===== src/rtl/float_pkg.sv =====
// float_pkg: shared IEEE-754 single constants, FSM state encoding and operand classification
// for the float_to_int converter.
package float_pkg;
    localparam int FP_BIAS  = 127;
    localparam int FP_EXP_W = 8;
    localparam int FP_MAN_W = 23;
    localparam logic [31:0] INT_MAX = 32'h7FFF_FFFF;
    localparam logic [31:0] INT_MIN = 32'h8000_0000;

    localparam logic [2:0] ST_IDLE   = 3'd0;
    localparam logic [2:0] ST_UNPACK = 3'd1;
    localparam logic [2:0] ST_ALIGN  = 3'd2;
    localparam logic [2:0] ST_ROUND  = 3'd3;
    localparam logic [2:0] ST_DONE   = 3'd4;

    typedef enum logic [2:0] {
        IDLE   = ST_IDLE,
        UNPACK = ST_UNPACK,
        ALIGN  = ST_ALIGN,
        ROUND  = ST_ROUND,
        DONE   = ST_DONE
    } state_t;

    typedef enum logic [1:0] {CLS_NUM, CLS_ZERO, CLS_INF, CLS_NAN} cls_t;

    function automatic cls_t classify(input logic [FP_EXP_W-1:0] e, input logic [FP_MAN_W-1:0] f);
        return (&e) ? ((|f) ? CLS_NAN : CLS_INF) : (e == '0) ? CLS_ZERO : CLS_NUM;
    endfunction
endpackage


===== src/rtl/float_to_int_if.sv =====
// float_to_int_if: operand/result strobe-ack handshake plus status flags of the converter.
interface float_to_int_if;
    logic [31:0] input_a;
    logic        input_a_stb;
    logic        input_a_ack;
    logic [31:0] output_z;
    logic        output_z_stb;
    logic        output_z_ack;
    logic        flag_invalid;
    logic        flag_overflow;
    logic        flag_inexact;

    modport master (
        output input_a, input_a_stb, output_z_ack,
        input  input_a_ack, output_z, output_z_stb, flag_invalid, flag_overflow, flag_inexact
    );
    modport slave (
        input  input_a, input_a_stb, output_z_ack,
        output input_a_ack, output_z, output_z_stb, flag_invalid, flag_overflow, flag_inexact
    );
endinterface


===== src/rtl/f2i_align.sv =====
// f2i_align: combinational alignment of {1,F} by the unbiased exponent into an integer magnitude,
// plus the guard bit and sticky OR of everything shifted out.
module f2i_align
    import float_pkg::*;
(
    input  logic [FP_EXP_W-1:0] exp_i,
    input  logic [FP_MAN_W-1:0] frac_i,
    output logic [31:0]         mag_o,
    output logic                guard_o,
    output logic                sticky_o
);
    logic signed [8:0] e;
    logic [23:0] m;
    logic [4:0] rsh;
    logic [6:0] lsh;
    logic [47:0] ext;
    always_comb begin
        e = $signed({1'b0, exp_i}) - 9'(FP_BIAS);
        m = {1'b1, frac_i};
        rsh = 5'(9'd23 - e);
        lsh = 7'(e - 9'sd23);
        ext = {m, 24'b0} >> rsh;
        mag_o = '0;
        guard_o = 1'b0;
        sticky_o = 1'b0;
        if (exp_i == '0)
            sticky_o = |frac_i;
        else if (e >= 9'sd23)
            mag_o = {8'b0, m} << lsh;
        else if (e >= 9'sd0) begin
            mag_o = {8'b0, ext[47:24]};
            guard_o = ext[23];
            sticky_o = |ext[22:0];
        end else begin
            // e = -1 puts the hidden bit in the guard position; anything smaller is pure sticky
            guard_o = (e == -9'sd1);
            sticky_o = (e == -9'sd1) ? |frac_i : 1'b1;
        end
    end
endmodule


===== src/rtl/float_to_int.sv =====
// float_to_int: IEEE-754 single to signed int32 with strobe/ack handshake and a fixed 4-state pipeline walk.
// Define ROUND_NEAREST_EN for round-to-nearest-even; default truncates toward zero.
module float_to_int
    import float_pkg::*;
#(
    parameter logic [31:0] NAN_VALUE = 32'h8000_0000,
    parameter logic [31:0] POS_SAT   = INT_MAX,
    parameter logic [31:0] NEG_SAT   = INT_MIN
) (
    input logic clk,
    input logic rst,
    float_to_int_if.slave bus
);
    state_t state_q, state_d;
    cls_t cls_q;
    logic signed [8:0] e_q;
    logic [31:0] a_q, mag_q, z_q, z_d, mag_w, rmag;
    logic guard_q, sticky_q, inv_q, ovf_q, inx_q;
    logic guard_w, sticky_w, round_up, sat, inv_d, ovf_d, inx_d;

    f2i_align u_align (
        .exp_i(a_q[30:23]), .frac_i(a_q[22:0]),
        .mag_o(mag_w), .guard_o(guard_w), .sticky_o(sticky_w)
    );

    always_ff @(posedge clk or negedge rst)
        if (!rst) state_q <= IDLE;
        else state_q <= state_d;

    always_comb begin
        state_d = state_q;
        case (state_q)
            IDLE:    state_d = bus.input_a_stb ? UNPACK : IDLE;
            UNPACK:  state_d = ALIGN;
            ALIGN:   state_d = ROUND;
            ROUND:   state_d = DONE;
            default: state_d = bus.output_z_ack ? IDLE : DONE;
        endcase
    end

`ifdef ROUND_NEAREST_EN
    assign round_up = guard_q & (sticky_q | mag_q[0]);
`else
    assign round_up = 1'b0;
`endif

    // -2^31 is the one e=31 value that fits; its magnitude negates onto itself
    always_comb begin
        rmag = mag_q + {31'b0, round_up};
        sat = (cls_q == CLS_INF) || (e_q >= 9'sd31 && a_q != 32'hCF00_0000);
        inv_d = (cls_q == CLS_NAN);
        ovf_d = !inv_d && sat;
        inx_d = !inv_d && !sat && (guard_q | sticky_q);
        z_d = inv_d ? NAN_VALUE : sat ? (a_q[31] ? NEG_SAT : POS_SAT) : a_q[31] ? -rmag : rmag;
    end

    always_ff @(posedge clk or negedge rst)
        if (!rst) begin
            a_q <= '0;
            cls_q <= CLS_ZERO;
            e_q <= '0;
            mag_q <= '0;
            guard_q <= 1'b0;
            sticky_q <= 1'b0;
            z_q <= '0;
            inv_q <= 1'b0;
            ovf_q <= 1'b0;
            inx_q <= 1'b0;
        end else begin
            if (state_q == IDLE && bus.input_a_stb) a_q <= bus.input_a;
            if (state_q == UNPACK) begin
                cls_q <= classify(a_q[30:23], a_q[22:0]);
                e_q <= $signed({1'b0, a_q[30:23]}) - 9'(FP_BIAS);
            end
            if (state_q == ALIGN) begin
                mag_q <= mag_w;
                guard_q <= guard_w;
                sticky_q <= sticky_w;
            end
            if (state_q == ROUND) begin
                z_q <= z_d;
                inv_q <= inv_d;
                ovf_q <= ovf_d;
                inx_q <= inx_d;
            end
        end

    assign bus.input_a_ack = (state_q == IDLE);
    assign bus.output_z_stb = (state_q == DONE);
    assign bus.output_z = z_q;
    assign bus.flag_invalid = inv_q;
    assign bus.flag_overflow = ovf_q;
    assign bus.flag_inexact = inx_q;
endmodule


===== src/flat_wrapper.sv =====
// flat-port wrapper written by rule: the top's interface ports become plain ports
module float_to_int_flat import float_pkg::*;
#(
    parameter logic [31:0] NAN_VALUE = 32'h8000_0000,
    parameter logic [31:0] POS_SAT   = INT_MAX,
    parameter logic [31:0] NEG_SAT   = INT_MIN
)
  (clk, rst, bus_input_a, bus_input_a_stb, bus_output_z_ack, bus_input_a_ack, bus_output_z, bus_output_z_stb, bus_flag_invalid, bus_flag_overflow, bus_flag_inexact);
  float_to_int_if bus_i ();
  input logic clk;
  input logic rst;
  input wire logic [$bits(bus_i.input_a)-1:0] bus_input_a;
  input wire logic [$bits(bus_i.input_a_stb)-1:0] bus_input_a_stb;
  input wire logic [$bits(bus_i.output_z_ack)-1:0] bus_output_z_ack;
  output wire logic [$bits(bus_i.input_a_ack)-1:0] bus_input_a_ack;
  output wire logic [$bits(bus_i.output_z)-1:0] bus_output_z;
  output wire logic [$bits(bus_i.output_z_stb)-1:0] bus_output_z_stb;
  output wire logic [$bits(bus_i.flag_invalid)-1:0] bus_flag_invalid;
  output wire logic [$bits(bus_i.flag_overflow)-1:0] bus_flag_overflow;
  output wire logic [$bits(bus_i.flag_inexact)-1:0] bus_flag_inexact;
  assign bus_i.input_a = bus_input_a;
  assign bus_i.input_a_stb = bus_input_a_stb;
  assign bus_i.output_z_ack = bus_output_z_ack;
  assign bus_input_a_ack = bus_i.input_a_ack;
  assign bus_output_z = bus_i.output_z;
  assign bus_output_z_stb = bus_i.output_z_stb;
  assign bus_flag_invalid = bus_i.flag_invalid;
  assign bus_flag_overflow = bus_i.flag_overflow;
  assign bus_flag_inexact = bus_i.flag_inexact;
  float_to_int #(.NAN_VALUE(NAN_VALUE), .POS_SAT(POS_SAT), .NEG_SAT(NEG_SAT)) u_core (.clk(clk), .rst(rst), .bus(bus_i));
endmodule

===== config.mk =====
export PLATFORM = sky130hd
export DESIGN_NAME = float_to_int_flat
export DESIGN_NICKNAME = d
export VERILOG_FILES = /design/src/rtl/float_pkg.sv /design/src/rtl/float_to_int_if.sv /design/src/rtl/f2i_align.sv /design/src/rtl/float_to_int.sv /design/src/flat_wrapper.sv
export SDC_FILE = /design/constraint.sdc
export NUM_CORES = 1
export LEC_CHECK = 0
export CAP_MARGIN = 20
export CORE_UTILIZATION = 50
export DETAILED_ROUTE_END_ITERATION = 6
export DONT_BUFFER_PORTS = 1
export GPL_ROUTABILITY_DRIVEN = 1
export SYNTH_ARGS = -nofsm -noshare
export SYNTH_HDL_FRONTEND = slang
export SYNTH_SLANG_ARGS = --single-unit

===== constraint.sdc =====
create_clock -name clk -period 6.8 [get_ports clk]
set_input_delay 1.36 -clock clk [delete_from_list [all_inputs] [get_ports clk]]
set_output_delay 1.36 -clock clk [all_outputs]
set_load 0.05 [all_outputs]

==> impl_metrics.yaml, run 1 <==
synthesis:
  synth-warning-count: 0
  syn_nets: 1010
  synth_top_area_share_pct: 32.86
  synth_edf_count: 0
  synth_common_cells: "nand2_1, dfrtp_1, nor2_1"
  syn_area_um2: 8681
  synth_largest_area_cell: "dfrtp_1"
  syn_avg_cell_area_um2: 8.977
  ys_types: 87
  ys.flop_type: "dfrtp_1"
  synth-seq-area-share_pct: 33.17
  synth_area_leaders: "dfrtp_1, mux2_2, mux4_2, mux2i_1, nand2_1"
  ys_async_sr_fraction_pct: 100.0
  synth_cells: 967
  yosysMostFrequentCell: "nand2_1"
  ys_seq_elements: 115
sta:
  finalSetupTns_ps: 0
  hold_viol_final: 0
  fin_skew_ps: 11.16
  relSlewSlack_pct: 33.25
  fin_crit_sh_pct: 66.18
  slew_viol_final: 0
  fin_crit_ps: 4500
  setup_viol: 0
  rsz0062_at_grt: "no"
  fmax_mhz: 222.2
  tightest_slew_ps: 996.3
setup_path:
  reg2reg_from: "u_core.a_q[23]$_DFFE_PN0P_"
  crit_fanout: 65
  reg2reg_slack_ps: 2300
  r2r_cells: 12
  arrival_ps: 4850
  start_kind: "flop"
  critPathKind: "reg2reg"
  worstPathRequired_ps: 7150
  rr_endpoint: "u_core.mag_q[17]$_DFFE_PN0N_"
  cp-end-kind: "flop"
worst_hold_path:
  hold_start: "u_core.e_q[0]$_DFFE_PN0P_"
  hold_end: "u_core.e_q[0]$_DFFE_PN0P_"
  min_path_cells: 2
  hold_path_class: "reg2reg"
global_routing:
  grt_pass1_wl_mm: 41.34
  grt_max_degree: 116
  first_global_vias: 7167
  grt.total_usage_pct: 29.94
  overflow: 0
  antenna_found_initial: 0
finish:
  fin_cells: 1152
  diodes: 0
  area_growth_pct: 7.236
  fin_util_pct: 55.54
  fin_area_um2: 9309
  fin_nets: 962
  drive_above_1_share_pct: 16.20
clocking:
  tritoncts: "yes"
  cts-root-buf: "clkbuf_16"
  cts_setup_buffers: 0
  cts.sinks: 115
  clk_pin_slew_worst_paths_ps: 60
  clk-insertion-delay-late_ps: 430
  holdBufCountCts: 0
  clockBufferDepth: 2
  cts_resized: 0
  htree_num_levels: 4
  cts_buffers: 17
placed_design:
  place_area_um2: 8711
  port-buffer-count: 0
  gp_congestion: 0.9145
  dp_cells: 1120
  post-dp-hpwl_mm: 18.76
floorplanning:
  start_util_pct: 51.80
  die_w_um: 133.8
  coreArea_um2: 16760
  die_area_um2: 17890
  die_y_um: 133.8
  pin_count: 73
  rows: 47
route:
  finalWirelength_mm: 25.82
  wl_per_cell_um: 22.42
  drt_iter0_drc: 532
  antenna_left: 0
  vias: 7482
  first_pass_iters: 6
  detail_route.vias_per_cell: 6.495
  drc: 0
outcome:
  status: "completed"
job:
  drv_cap: 0
-- worst max-delay path: stages (launching register included) --
cell,delay (ps)
dfrtp_2,360
buf_4,580
ha_1,430
nand3_1,150
xor2_1,520
inv_1,140
ha_1,210
a31oi_1,250
nand4_1,490
nor3_2,740
nand2_1,210
o221a_1,250
o21ai_1,70
-- layout make-up --
| cell class | count | area (um^2) |
|---|---|---|
| fill | 1526 | 7451 |
| multi-input combinational | 755 | 5379 |
| sequential | 115 | 2880 |
| clock buffer | 17 | 425.4 |
| tap | 220 | 275.3 |
| clock inverter | 15 | 172.7 |
| timing repair buffer | 17 | 127.6 |
| inverter | 13 | 48.80 |
-- cells in the final DEF, fill, tap and decap left out, types with 6 or more instances in the layout --
cell type / synthesis / final
mux2_2: 46 / 46
a211oi_1: 10 / 10
xnor2_1: 8 / 8
a22o_1: 28 / 28
a32oi_1: 8 / 8
nand2b_1: 9 / 9
inv_1: 10 / 10
dfrtp_1: 114 / 113
and2_1: 6 / 6
o221ai_1: 11 / 11
o31ai_1: 10 / 10
a31oi_1: 9 / 9
nor2b_1: 18 / 18
nor3_1: 28 / 27
o21ai_0: 44 / 44
nand4_1: 7 / 7
nor2_1: 82 / 82
and3_1: 7 / 7
or3_1: 8 / 8
nand2_1: 116 / 116
a22oi_1: 6 / 6
clkbuf_16: 0 / 17
ha_1: 7 / 6
nor3b_1: 10 / 10
nor4_1: 10 / 10
o21ai_1: 21 / 21
mux4_2: 22 / 22
nand3_1: 21 / 21
buf_4: 6 / 17
a21oi_1: 47 / 46
mux2i_1: 49 / 49
o22ai_1: 26 / 26
-- metrics by stage --
stage,setup WS (ps),hold slack (ps)
after floorplan,3281,442.3
after detailed placement,2430,476.0
after global routing,2059,516.0
final,2300,490.6
after CTS,2401,488.8
after global placement,2686,459.1
-- how the worst max path moves through the flow --
stage                                from                           end  slack [ps]
3_5_place_dp   u_core.a_q[23]$_DFFE_PN0P_  u_core.mag_q[17]$_DFFE_PN0N_        2430
6_report       u_core.a_q[23]$_DFFE_PN0P_  u_core.mag_q[17]$_DFFE_PN0N_        2300
4_1_cts        u_core.a_q[23]$_DFFE_PN0P_  u_core.mag_q[17]$_DFFE_PN0N_        2400
3_3_place_gp   u_core.a_q[23]$_DFFE_PN0P_   u_core.sticky_q$_DFFE_PN0N_        2690
2_1_floorplan  u_core.a_q[23]$_DFFE_PN0P_   u_core.sticky_q$_DFFE_PN0N_        3280
5_1_grt        u_core.a_q[23]$_DFFE_PN0P_  u_core.mag_q[17]$_DFFE_PN0N_        2060
-- routing by layer --
layer  vias up  part of all wire, %  wire length, um  track usage (%)
li1       3522                    -                -                -
met1      3671                   44            11360            40.07
met2       247                   48            12450            48.47
met3        42                  4.9             1264            4.909
met4         0                  2.9              740            11.49
met5         -                    0                0                0
-- state kept, by name (all words and copies together) (netlist names) --
signal / count
u_core.a_q: 32
u_core.mag_q: 32
u_core.state_q: 3
u_core.bus.flag_invalid: 1
u_core.bus.flag_overflow: 1
u_core.sticky_q: 1
u_core.bus.flag_inexact: 1
u_core.cls_q: 2
u_core.guard_q: 1
u_core.bus.output_z: 32
u_core.e_q: 9
-- kinds of logic after synthesis --
kind of cell	Yosys count	synth area share, %
compound gates	266	21.14
xor+xnor	20	2.623
fa+ha+maj	7	1.009
buf+inv	97	5.347
flops	115	33.17
mux	117	17.32
simple gates	345	19.39
Power of run 1 is not shown: default switching activity piles up to over one toggle a cycle in this logic, so the estimate is an artifact.
==> run 2: changes to the inputs <==
- clock period: 6.8 -> 4.25 ns (I/O delays scaled with it)
==> impl_metrics.yaml, run 2 (synthesized netlist as in run 1, its figures left out) <==
clocking:
  clk_pin_slew_worst_paths_ps: 60
  cts_buffers: 17
  cts_resized: 0
  clk-insertion-delay-late_ps: 420
  htree_num_levels: 4
  clockBufferDepth: 2
  cts_setup_buffers: 0
  cts.sinks: 115
  holdBufCountCts: 0
  tritoncts: "yes"
  cts-root-buf: "clkbuf_16"
setup_path:
  reg2reg_from: "u_core.a_q[24]$_DFFE_PN0P_"
  reg2reg_slack_ps: 640
  slowest_delay_ps: 900
  crit_start: "u_core.a_q[24]$_DFFE_PN0P_"
  arrival_ps: 3890
  cp_slowest_cell: "ha_2"
  rr_endpoint: "u_core.sticky_q$_DFFE_PN0N_"
  cp_top_family: "compound AO/OA/AOI/OAI gates"
  worstPathCellList: "inv_1 -> ha_2 -> mux2i_1 -> mux2i_1 -> a2111oi_2 -> o211ai_1 -> a2111oi_2 -> a31o_1 -> a31o_1 -> a31oi_1"
  r2r_cells: 10
  cp-end-kind: "flop"
  worstPathRequired_ps: 4530
  crit_buf_inv: 1
  crit_fanout: 42
  start_kind: "flop"
  critPathKind: "reg2reg"
sta:
  fmax_mhz: 277.1
  fin_crit_ps: 3608
  fin_crit_sh_pct: 84.90
  relSlewSlack_pct: 43.16
  rsz0062_at_grt: "no"
  setup_viol: 0
  tightest_slew_ps: 831.1
  finalSetupTns_ps: 0
  hold_viol_final: 0
  fin_skew_ps: 16.00
  slew_viol_final: 0
placed_design:
  post-dp-hpwl_mm: 19.75
  port-buffer-count: 0
  gp_congestion: 0.9841
finish:
  area_growth_pct: 8.763
  regArea_um2: 2880
  layout_commonest_cell: "nand2_1"
  diodes: 0
  fin_nets: 973
  layout_common_cells: "nand2_1, dfrtp_1, nor2_1, mux2i_1"
  multi_input_area_um2: 5368
  fill_cells: 1531
  drive_above_1_share_pct: 17.18
global_routing:
  overflow: 0
  grt.total_usage_pct: 30.85
  grt_max_degree: 116
  grt.met2_usage_pct: 47.87
  busiest_layer: "met2"
  first_global_vias: 7269
  grt.met3_usage_pct: 5.289
  grt_use_met1_pct: 42.13
  antenna_found_initial: 0
  grt_pass1_wl_mm: 42.16
floorplanning:
  rows: 47
  start_util_pct: 51.80
  coreArea_um2: 16760
  die_area_um2: 17890
  pin_count: 73
  die_y_um: 133.8
  die_w_um: 133.8
route:
  vias: 7698
  first_pass_iters: 5
  antenna_left: 0
  finalWirelength_mm: 26.90
  wl_per_cell_um: 23.13
  detail_route.vias_per_cell: 6.619
  drc: 0
  drt_iter0_drc: 610
worst_hold_path:
  hold_path_class: "in2async"
job:
  drv_cap: 0
outcome:
  status: "completed"
-- run 2: cell types whose count changed in the layout (fill, tap and decap cells not counted), sizes merged --
| cell | previous run | this run |
|---|---|---|
| buf | 17 | 28 |
| bufinv | 2 | 4 |
| clkinv | 6 | 7 |
| clkinvlp | 2 | 0 |
| inv | 18 | 17 |
-- run 2: metrics by stage --
| stage | area (um^2) | cells | hold slack [ps] | setup slack (ps) | utilization (%) |
|---|---|---|---|---|---|
| 4_1_cts | 9442 | 1163 | 108.2 | 687.7 | 56.33 |
| 6_report | 9442 | 1163 | 122.1 | 641.7 | 56.33 |
| 5_1_grt | 9442 | 1163 | 103.9 | 382.7 | 56.33 |
| 3_5_place_dp | 8795 | 1131 | 464.6 | 725.4 | 52.47 |
| 3_3_place_gp | 8795 | 1131 | 458.7 | 749.9 | 52.47 |
| 2_1_floorplan | 8681 | 967 | 442.3 | 730.8 | - |
-- run 2: how the worst max path moves through the flow --
stage,endpoint,slack [ps],cells after the start
floorplan,u_core.sticky_q$_DFFE_PN0N_,730,18
global placement,u_core.mag_q[10]$_DFFE_PN0N_,750,10
detailed placement,u_core.mag_q[10]$_DFFE_PN0N_,730,10
CTS,u_core.sticky_q$_DFFE_PN0N_,690,10
global route,u_core.sticky_q$_DFFE_PN0N_,380,10
finish,u_core.sticky_q$_DFFE_PN0N_,640,10
-- run 2: metal layers --
metal | vias up | routed length, um
met5 | - | 0
met4 | 0 | 1107
met3 | 63 | 1674
met2 | 352 | 12290
met1 | 3749 | 11840
li1 | 3534 | -
-- run 2: final cells by class --
cell class                 instances  area share, %
inverter                          13         0.5168
tap                              220          2.915
clock inverter                    15          2.346
timing repair buffer              28          2.359
multi-input combinational        755          56.85
clock buffer                      17          4.506
sequential                       115          30.51
Power of run 2 is left out for the same reason.
==> run 3: changes to the inputs <==
- PLACE_DENSITY: default -> 0.68
- clock period: 4.25 -> 3.05 ns (I/O delays scaled with it)
==> impl_metrics.yaml, run 3 (synthesized netlist as in run 1, its figures left out) <==
clocking:
  tritoncts: "yes"
  clk_pin_slew_worst_paths_ps: 60
  clk-insertion-delay-late_ps: 420
  cts-root-buf: "clkbuf_16"
  cts_buffers: 17
  cts_setup_buffers: 0
  clockBufferDepth: 2
  htree_num_levels: 4
  cts.sinks: 115
route:
  vias: 7725
  first_pass_iters: 5
  antenna_left: 0
  drc: 0
  detail_route.vias_per_cell: 6.411
  drt_iter0_drc: 829
  wl_per_cell_um: 20.65
  finalWirelength_mm: 24.88
floorplanning:
  coreArea_um2: 16760
  die_y_um: 133.8
  die_w_um: 133.8
  rows: 47
  die_area_um2: 17890
  pin_count: 73
  start_util_pct: 51.80
placed_design:
  post-dp-hpwl_mm: 18.26
  gp_congestion: 0.9628
  dp_cells: 1173
  port-buffer-count: 0
global_routing:
  overflow: 0
  first_global_vias: 6993
  grt_pass1_wl_mm: 39.85
  grt.total_usage_pct: 28.74
  antenna_found_initial: 0
  grt_max_degree: 116
sta:
  relSlewSlack_pct: 43.68
  setup_viol: 0
  fin_crit_sh_pct: 95.94
  fin_skew_ps: 7.591
  slew_viol_final: 0
  hold_ws_ps: -117.6
  fmax_mhz: 341.7
  fin_crit_ps: 2926
  rsz0062_at_grt: "no"
  hold_viol_final: 114
  tightest_slew_ps: 840.3
setup_path:
  reg2reg_slack_ps: 120
  worstPathCellList: "inv_1 -> ha_4 -> buf_4 -> mux2i_1 -> nand2_1 -> a21oi_1 -> nand3_1 -> a2111oi_2 -> a31o_1 -> a31o_1 -> a31oi_1"
  worstPathRequired_ps: 3350
  slowest_delay_ps: 510
  cpMostUsedCell: "a31o_1"
  arrival_ps: 3230
  start_kind: "flop"
  rr_endpoint: "u_core.sticky_q$_DFFE_PN0N_"
  cp-end-kind: "flop"
  crit_start: "u_core.a_q[24]$_DFFE_PN0P_"
  crit_fanout: 18
  reg2reg_from: "u_core.a_q[24]$_DFFE_PN0P_"
  critPathKind: "reg2reg"
  cp_slowest_cell: "a2111oi_2"
  cp-endpoint: "u_core.sticky_q$_DFFE_PN0N_"
  r2r_cells: 11
finish:
  fin_cells: 1205
  fin_nets: 1015
  drive_above_1_share_pct: 21.12
  layout_commonest_cell: "nand2_1"
  layout_common_cells: "nand2_1, dfrtp_1, nor2_1, buf_4, mux2i_1"
  diodes: 0
  area_growth_pct: 12.48
outcome:
  status: "finished with violations"
  failed_checks: "negative hold slack"
worst_hold_path:
  hold_path_class: "in2async"
job:
  drv_cap: 0
-- run 3: changes by cell type in the layout (fill, tap and decap cells not counted), sizes merged --
cell / before / now
buf: 28 / 70
clkbuf: 17 / 20
clkinvlp: 0 / 3
inv: 17 / 14
bufinv: 4 / 2
clkinv: 7 / 6
-- run 3: worst max-delay path, delay by kind of cell, from the launching register on --
family | cells | cell delay [ps]
flops | 1 | 390
fa+ha+maj | 1 | 440
compound gates | 5 | 1100
mux | 1 | 310
simple gates | 2 | 210
buf+inv | 2 | 360
-- run 3: timing repair --
action	CTS	global route
setup endpoints to repair	0	2
hold endpoints to repair	114	114
gates resized for setup	0	4
-- run 3: cell type report --
class | count | area [um^2]
clock inverters | 12 | 128.9
fillers | 1469 | 6995
clock buffers | 20 | 466.7
flip-flops and latches | 115 | 2880
repair buffers | 70 | 563.0
multi-input cells | 755 | 5399
well taps | 220 | 275.3
inverters | 13 | 51.30
-- run 3: worst min path at each step --
stage,cells after the start,endpoint,startpoint,slack (ps)
finish,0,u_core.state_q[2]$_DFF_PN0_,rst,-120
global route,0,u_core.state_q[2]$_DFF_PN0_,rst,-130
CTS,0,u_core.bus.flag_overflow$_DFFE_PN0P_,rst,-130
detailed placement,0,u_core.bus.flag_overflow$_DFFE_PN0P_,rst,320
global placement,0,u_core.state_q[2]$_DFF_PN0_,rst,320
floorplan,0,u_core.a_q[0]$_DFFE_PN0P_,rst,310
-- run 3: layer usage --
metal | share of wire [%] | wire length, um | GRT usage (%) | vias to the layer above
li1 | - | - | - | 3622
met1 | 45 | 11300 | 40.77 | 3732
met2 | 45 | 11180 | 42.83 | 323
met3 | 6.5 | 1622 | 5.213 | 48
met4 | 3.1 | 778 | 12.37 | 0
met5 | 0 | 0 | 0 | -
-- run 3: per-stage QoR --
stage | hold slack (ps) | instance area (um^2) | TNS (ps) | utilization [%] | setup slack, ps
after floorplan | 314.4 | 8741 | -233.1 | - | -111.6
after global placement | 319.9 | 9163 | 0 | 54.67 | 123.1
after detailed placement | 319.9 | 9163 | 0 | 54.67 | 126.0
after CTS | -131.4 | 9758 | 0 | 58.22 | 119.0
after global routing | -134.6 | 9764 | 0 | 58.26 | 1.961
final | -117.6 | 9764 | 0 | 58.26 | 123.8
Power of run 3 is left out for the same reason.
